File: config.mk
export PLATFORM = sky130hd
export DESIGN_NAME = ps2_kbd_ctrl
export DESIGN_NICKNAME = d
export VERILOG_FILES = /design/src/rtl/ps2_kbd_ctrl.sv
export SDC_FILE = /design/constraint.sdc
export NUM_CORES = 1
export LEC_CHECK = 0
export ABC_AREA = 0
export CAP_MARGIN = 20
export CORE_MARGIN = 2
export CORE_UTILIZATION = 25
export DETAILED_ROUTE_END_ITERATION = 6
export PLACE_DENSITY_LB_ADDON = 0.2
export SYNTH_ARGS = -nofsm -noshare
export SYNTH_HDL_FRONTEND = slang
export SYNTH_SLANG_ARGS = --single-unit
File: constraint.sdc
create_clock -name CLK -period 3.8 [get_ports CLK]
set_input_delay 0.76 -clock CLK [delete_from_list [all_inputs] [get_ports CLK]]
set_output_delay 0.76 -clock CLK [all_outputs]
set_load 0.03 [all_outputs]
File: src/rtl/ps2_kbd_ctrl.sv
// PS/2 keyboard receiver: synchronised and filtered clock, framed receive FSM with
// timeout, scan-code FIFO and CPU data/status registers with IRQ and BUSY outputs.
`timescale 1ns/1ps
module ps2_kbd_ctrl #(
  parameter int FILT    = 4,
  parameter int DEPTH   = 8,
  parameter int TIMEOUT = 32768
) (
  input  logic       CLK,
  input  logic       RST,
  input  logic       KB_CLK,
  input  logic       KB_DATA,
  input  logic       CS,
  input  logic       RD,
  input  logic       A0,
  output logic [7:0] DOUT,
  output logic       DOUT_OE,
  output logic       IRQ,
  output logic       BUSY
);

  localparam int AW = $clog2(DEPTH);
  localparam logic [1:0] ST_IDLE   = 2'd0;
  localparam logic [1:0] ST_DATA   = 2'd1;
  localparam logic [1:0] ST_PARITY = 2'd2;
  localparam logic [1:0] ST_STOP   = 2'd3;
  localparam logic [3:0]  FILT_LAST = 4'(FILT - 1);
  localparam logic [15:0] TMO_LAST  = 16'(TIMEOUT - 1);
  localparam logic [AW:0] DEPTH_C   = (AW + 1)'(DEPTH);

  function automatic logic odd_ones(input logic [7:0] data, input logic par);
    odd_ones = ^{data, par};
  endfunction

  logic kbc_m_q, kbc_s_q, kbd_m_q, kbd_s_q;
  logic filt_q, filt_d;
  logic [3:0] fcnt_q, fcnt_d;
  logic ev_s;
  logic [1:0] state_q, state_d;
  logic [2:0] bit_q, bit_d;
  logic [7:0] shift_q, shift_d;
  logic par_q, par_d;
  logic [15:0] tmo_q, tmo_d;
  logic push_s, perr_set_s, ferr_set_s;
  logic [7:0] mem_q [DEPTH];
  logic [AW-1:0] wp_q, rp_q;
  logic [AW:0] cnt_q, cnt_d;
  logic empty_s, full_s, do_push_s, do_pop_s, ovr_set_s;
  logic ovr_q, perr_q, ferr_q, irq_q;
  logic rd_act_s, rd_q, a0_q, rd_fall_s, pop_req_s, clr_s;
  logic [7:0] status_s;

  // Two-flop synchronisers; idle line level is high.
  always_ff @(posedge CLK) begin
    if (RST) begin
      kbc_m_q <= 1'b1;
      kbc_s_q <= 1'b1;
      kbd_m_q <= 1'b1;
      kbd_s_q <= 1'b1;
    end else begin
      kbc_m_q <= KB_CLK;
      kbc_s_q <= kbc_m_q;
      kbd_m_q <= KB_DATA;
      kbd_s_q <= kbd_m_q;
    end
  end

  always_comb begin
    filt_d = filt_q;
    fcnt_d = 4'd0;
    if (kbc_s_q != filt_q) begin
      if (fcnt_q == FILT_LAST) begin
        filt_d = ~filt_q;
        fcnt_d = 4'd0;
      end else begin
        fcnt_d = fcnt_q + 4'd1;
      end
    end else begin
      fcnt_d = 4'd0;
    end
  end

  assign ev_s = filt_q & ~filt_d;

  always_comb begin
    state_d    = state_q;
    bit_d      = bit_q;
    shift_d    = shift_q;
    par_d      = par_q;
    push_s     = 1'b0;
    perr_set_s = 1'b0;
    ferr_set_s = 1'b0;
    tmo_d      = 16'd0;
    case (state_q)
      ST_IDLE: begin
        if (ev_s && !kbd_s_q) begin
          state_d = ST_DATA;
          bit_d   = 3'd0;
        end else begin
          state_d = ST_IDLE;
        end
      end
      ST_DATA: begin
        if (ev_s) begin
          shift_d = {kbd_s_q, shift_q[7:1]};
          if (bit_q == 3'd7) begin
            state_d = ST_PARITY;
          end else begin
            bit_d = bit_q + 3'd1;
          end
        end else begin
          state_d = ST_DATA;
        end
      end
      ST_PARITY: begin
        if (ev_s) begin
          par_d   = kbd_s_q;
          state_d = ST_STOP;
        end else begin
          state_d = ST_PARITY;
        end
      end
      ST_STOP: begin
        if (ev_s) begin
          state_d = ST_IDLE;
          if (!kbd_s_q) begin
            ferr_set_s = 1'b1;
          end else if (!odd_ones(shift_q, par_q)) begin
            perr_set_s = 1'b1;
          end else begin
            push_s = 1'b1;
          end
        end else begin
          state_d = ST_STOP;
        end
      end
      default: state_d = ST_IDLE;
    endcase
    // A stalled frame is aborted TIMEOUT cycles after its last bit event.
    if (state_q != ST_IDLE && !ev_s && tmo_q == TMO_LAST) begin
      state_d    = ST_IDLE;
      ferr_set_s = 1'b1;
    end else begin
      ferr_set_s = ferr_set_s;
    end
    if (ev_s || state_q == ST_IDLE) begin
      tmo_d = 16'd0;
    end else begin
      tmo_d = tmo_q + 16'd1;
    end
  end

  always_ff @(posedge CLK) begin
    if (RST) begin
      filt_q  <= 1'b1;
      fcnt_q  <= 4'd0;
      state_q <= ST_IDLE;
      bit_q   <= 3'd0;
      shift_q <= 8'd0;
      par_q   <= 1'b0;
      tmo_q   <= 16'd0;
    end else begin
      filt_q  <= filt_d;
      fcnt_q  <= fcnt_d;
      state_q <= state_d;
      bit_q   <= bit_d;
      shift_q <= shift_d;
      par_q   <= par_d;
      tmo_q   <= tmo_d;
    end
  end

  assign rd_act_s  = CS & RD;
  assign rd_fall_s = rd_q & ~rd_act_s;
  assign pop_req_s = rd_fall_s & ~a0_q;
  assign clr_s     = rd_fall_s & a0_q;
  assign empty_s   = (cnt_q == '0);
  assign full_s    = (cnt_q == DEPTH_C);
  assign do_pop_s  = pop_req_s & ~empty_s;
  assign do_push_s = push_s & (~full_s | do_pop_s);
  assign ovr_set_s = push_s & full_s & ~do_pop_s;

  always_comb begin
    cnt_d = cnt_q;
    if (do_push_s && !do_pop_s) begin
      cnt_d = cnt_q + (AW + 1)'(1);
    end else if (do_pop_s && !do_push_s) begin
      cnt_d = cnt_q - (AW + 1)'(1);
    end else begin
      cnt_d = cnt_q;
    end
  end

  // Side effects fire when the CPU read strobe ends, so DOUT is stable during the access.
  always_ff @(posedge CLK) begin
    if (RST) begin
      rd_q   <= 1'b0;
      a0_q   <= 1'b0;
      wp_q   <= '0;
      rp_q   <= '0;
      cnt_q  <= '0;
      ovr_q  <= 1'b0;
      perr_q <= 1'b0;
      ferr_q <= 1'b0;
      irq_q  <= 1'b0;
    end else begin
      rd_q   <= rd_act_s;
      a0_q   <= rd_act_s ? A0 : a0_q;
      wp_q   <= do_push_s ? wp_q + AW'(1) : wp_q;
      rp_q   <= do_pop_s ? rp_q + AW'(1) : rp_q;
      cnt_q  <= cnt_d;
      ovr_q  <= ovr_set_s | (ovr_q & ~clr_s);
      perr_q <= perr_set_s | (perr_q & ~clr_s);
      ferr_q <= ferr_set_s | (ferr_q & ~clr_s);
      irq_q  <= ~empty_s | ovr_q | perr_q | ferr_q;
    end
  end

  always_ff @(posedge CLK) begin
    if (do_push_s) begin
      mem_q[wp_q] <= shift_q;
    end
  end

  assign BUSY     = (state_q != ST_IDLE);
  assign status_s = {2'b00, BUSY, ferr_q, perr_q, ovr_q, full_s, ~empty_s};

  always_comb begin
    DOUT = 8'h00;
    if (!rd_act_s) begin
      DOUT = 8'h00;
    end else if (A0) begin
      DOUT = status_s;
    end else if (empty_s) begin
      DOUT = 8'h00;
    end else begin
      DOUT = mem_q[rp_q];
    end
  end

  assign DOUT_OE = rd_act_s;
  assign IRQ     = irq_q;

endmodule

After elaboration in Yosys (flattened, before gate mapping) --
Memories as Yosys holds them, arrays and structs flattened. A register that Yosys moved wholly into a read port is not among the register bits. Index checks and enable logic that the tools add are counted.
Cells by class: add/subtract/negate cells 7, equality and inequality tests 12, muxes and demuxes 33, bitwise gates (word level) 28, reduce and logical (&&, ||, !) cells 22
Operators with widths (count):
- $mux 8 | 3
- $mux 1 | 18
- $add 16x1->16 const B | 1
- $eq 16x15->1 const B | 1
- $mux 3 | 5
- $and 1x1->1 | 12
- $add 3x1->3 const B | 3
- $not 1->1 | 9
- $reduce_xor 9->1 | 1
- $add 4x1->4 const B | 2
- $mux 4 | 2
- $pmux 2 s4 | 1
- $or 1x1->1 | 7
- $mux 2 | 3
- $ne 2x2->1 const B | 3
- $pmux 3 s2 | 1
- $reduce_bool 2->1 | 3
- $logic_and 1x1->1 | 5
- $eq 2x2->1 const B | 2
- $eq 4x2->1 const B | 1
- $eq 4x4->1 const B | 1
- $logic_not 1->1 | 4
- $logic_not 4->1 | 1
- $reduce_and 2->1 | 2
- 10 further kinds | 11
Word-level totals: flip-flop bits (word level) 55, memory bits (writable) 64, bits of input ports 7, output and inout port bits 11, logic and storage cells 123, memories kept 1
Memories:
- mem_q | words 8, width 8, rd ports 1, clocked after Yosys merged registers in 1, write ports 1, line 45 | logic [7:0] mem_q [DEPTH];

Longest topological paths before layout --
word-level depth 12, mapped depth 14

Worst setup path after synthesis --
No wires, ideal clock.
kind flip-flop to flip-flop, start point register shift_q[4], end point register cnt_q[3], setup time 0.070 ns, arrival 2.840 ns, data required time 3.730 ns, slack 0.889 ns, stages on the path, launching flop included 14, path buffers 0, clock period less this slack 2.911 ns, path through dfxtp_1 -> xor2_1 -> xnor3_2 -> xor2_2 -> nand2_2 -> inv_1 -> ha_1 -> inv_1 -> ha_1 -> a21o_1 -> a21oi_1 -> xnor2_1 -> or3_1 -> a21oi_1
On the way: cells in the longest elaborated chain, start to end 9, elaborated cells on any way between the ends 11, those cells by class mux (5); bitwise (1); reduce/logical (5)
RTL lines:
- start, declared | line 41 | logic [7:0] shift_q, shift_d;
- start signal, assigned | line 167 | shift_q <= shift_d;
- $reduce_xor 9->1 (*) | line 32 | odd_ones = ^{data, par};
- $mux 1 (*) | line 128 | end else if (!odd_ones(shift_q, par_q)) begin
- $mux 1 (*) | line 126 | if (!kbd_s_q) begin
- $mux 1 (*) | line 124 | if (ev_s) begin
- $mux 1 (*) | line 94 | case (state_q)
- $and 1x1->1 (*) | line 180 | assign do_push_s = push_s & (~full_s | do_pop_s);
- net do_push_s | line 48 | logic empty_s, full_s, do_push_s, do_pop_s, ovr_set_s;
- $logic_not 1->1 | line 187 | end else if (do_pop_s && !do_push_s) begin
- $logic_and 1x1->1 | line 187
- $reduce_bool 2->1 (no line)
- end signal, assigned | line 211 | cnt_q <= cnt_d;
- end, declared | line 47 | logic [AW:0] cnt_q, cnt_d;
Mark *: on every way through the listed nets, which the timed path passes. The rest lies on a longest branch. A chain may end at the register's enable or synchronous reset.

==> out/qor.csv <==
metric,value,unit
CP Class,flop to output port,
initial antenna violation count,0,
post-CTS sizing,0,
YS warnings,0,
worst rel slew slack,47.61,%
Syn Inst Count,390,
grt total ovfl,0,
period utilization,94.78,%
setup_tns,0,ns
# hold bufs at CTS,0,
Worst path max stage delay,0.75,ns
CP arrival,2.84,ns
DR WL/cell,14.33,um
fillers,2061,
CTS tree,done,
CP required,3.04,ns
Final Setup Violations,0,
Mapped Nets,407,
"CTS clk-pin slew, worst paths",0.05,ns
Mapped Area,5055,um^2
CP max-delay cell,dfxtp_1,
Clock Latency Late Sink,0.42,ns
height of the die,146.2,um
Post-CTS Setup Repair Bufs,0,
nets,447,
Net Sw Power,0.0006359,W
PortBufs,17,
most frequent cells in the layout,"64 x edfxtp_1, 58 x dfxtp_1, 38 x nor2_1",
synthesized area per cell,12.96,um^2
initial DRC count,126,
pwr/cell area,471.0,nW/um^2
num ports,18,
share of power burned in registers,47.0,%
hold path depth,1,
Die W,146.2,um
Async SR Flop Fraction,0,%
CP Launch Type,flop,
routed wire length,10220,um
run status,completed,
die area,21370,um^2
Slew @ Worst Pin,0.7843,ns
Core Area,20040,um^2
Area Overhead vs Synth,23.19,%
Num CTS Buffers,17,
critical-path cell list,buf_4 -> mux4_2 -> mux2i_1 -> o21ai_0 -> clkdlybuf4s50_1,
"Top FF cell, synth",edfxtp_1,
FP Rows,52,
Routed Antenna Nets,0,
DR pass1 iterations,4,
crit-path leading delay family,buffers and inverters,
largest net degree at the start of global routing,17,
routability cong.,0.7393,
Root Driver,clkbuf_16,
dominant cell type by area after synthesis,edfxtp_1,
"most common cell after layout, fill and taps aside",edfxtp_1,
Total GRT Usage,10.36,%
Critical Path Fanout Max,8,
Antenna Cells,0,
layout cell share with drive strength beyond 1,20.32,%
DRC,0,
WP buf/inv,2,
synthesis-stage register bit count,122,
area of the multi-input gates,1878,um^2
RSZ-0062 raised after global routing,no,
H-tree levels,4,
starting density of the core,25.22,%
Placed Cells,681,
logic gate share of total power,0.9,%
top cell type's share of synthesized area,38.02,%
Netlist cell types,53,
Clock power frac,52.1,%
post-DP HPWL,7066,um
Post-synth EDFFs,64,
Internal,0.002297,W
Leak,2.051,nW
global-route wire length before repair,16780,um
Reg area,3083,um^2
register area share after synthesis,60.99,%
Final Skew,0.009716,ns
Worst path depth,5,
Final Critical Period,3.602,ns
vias per inst,4.351,
routed via count,3102,
VDD IR max,0.2869,mV
Final Non-Filler Cells,713,
max_cap viols,0,
Final Hold Viols,0,
# clock sinks,122,
sw frac,21.68,%
cells on worst reg2reg path,14,
hold crit path type,flop to flop,
Max Slew Vio Count,0,
Worst Setup End Kind,output port,
CTS max path bufs,2,
Max Freq,277.6,MHz
"top cells by area, synth","edfxtp_1 38%, dfxtp_1 23%, mux4_2 7.1%",
vias in the first global route,3136,
[cells in the mapped netlist, drive strengths merged, types with 2 or more instances]
cell type,instances
dfxtp,58
o21ai,8
o22ai,2
mux2i,10
nand2,24
nand2b,3
inv,10
nor4b,3
xnor2,15
xor2,12
nand4b,2
or3,7
a21oi,22
a21o,2
nand3,22
edfxtp,64
a21boi,2
ha,9
clkbuf,9
nand3b,2
nor3b,2
nor4,3
nor3,5
mux4,16
a31oi,3
nor2,38
nand4,2
nor2b,6
and3,2
buf,6
or2,7
and4,2
[area by class of cell]
class | count | area share (%)
Multi-Input combinational cell | 243 | 30.16
Inverter | 10 | 0.6028
Clock buffer | 17 | 6.831
Tap cell | 270 | 5.425
Clock inverter | 15 | 2.250
Timing Repair Buffer | 36 | 5.224
Sequential cell | 122 | 49.51
[final timing paths]
path	slack, ns	to	startpoint
hold reg to reg	0.41	kbc_s_q	kbc_m_q
setup / recovery	0.20	DOUT[4]	flop
hold / removal	0.41	kbc_s_q	kbc_m_q
setup reg to reg	0.55	cnt_q[3]	fcnt_q[0]
[sequential cells by signal, summed over array words and instances (netlist names), 2 cells and up, named ones only]
register / cells
fcnt_q: 4
shift_q: 8
tmo_q: 16
wp_q: 3
rp_q: 3
mem_q: 64
cnt_q: 4
bit_q: 3
state_q: 2
[routing by layer]
| layer | GRT usage [%] | up-vias | share of wire (%) |
|---|---|---|---|
| met5 | 0 | - | 0 |
| met4 | 4.709 | 0 | 1.2 |
| met3 | 3.406 | 9 | 3.8 |
| met2 | 16.60 | 49 | 48 |
| met1 | 12.73 | 1539 | 47 |
| li1 | - | 1505 | - |
[kinds of logic after synthesis]
logic type / count (synthesis) / synth area share, %
AOI/OAI and AO/OA: 44 / 5.421
xor gates and xnor gates: 28 / 5.297
adders and majority gates: 10 / 2.624
buffers and inverters: 25 / 2.104
DFF: 122 / 60.99
muxes: 27 / 9.332
and+or+nand+nor: 134 / 14.23
[power by group through the flow]
| stage | logic [W] | registers [W] | clock network, W |
|---|---|---|---|
| after detailed placement | 0.0000281 | 0.00141 | 0 |
| after global routing | 0.0000305 | 0.00138 | 0.00164 |
| after global placement | 0.0000280 | 0.00141 | 0 |
| after CTS | 0.0000282 | 0.00138 | 0.00157 |
| final | 0.0000274 | 0.00138 | 0.00153 |
| after floorplan | 0.0000153 | 0.00141 | 0 |
[through the flow]
| step | power [W] | utilization (%) | hold slack [ns] | setup WS [ns] | instance area, um^2 |
|---|---|---|---|---|---|
| 6_report | 0.002933 | 31.08 | 0.4052 | 0.1982 | 6227 |
| 5_1_grt | 0.003049 | 31.08 | 0.4305 | 0.007731 | 6227 |
| 4_1_cts | 0.002977 | 31.08 | 0.4052 | 0.09833 | 6227 |
| 3_5_place_dp | 0.001435 | 28.25 | 0.3923 | 0.2673 | 5662 |
| 3_3_place_gp | 0.001434 | 28.25 | 0.3932 | 0.3464 | 5662 |
| 2_1_floorplan | 0.001421 | - | 0.3895 | 0.8891 | 5055 |
Power figures use the tool's default switching activity.
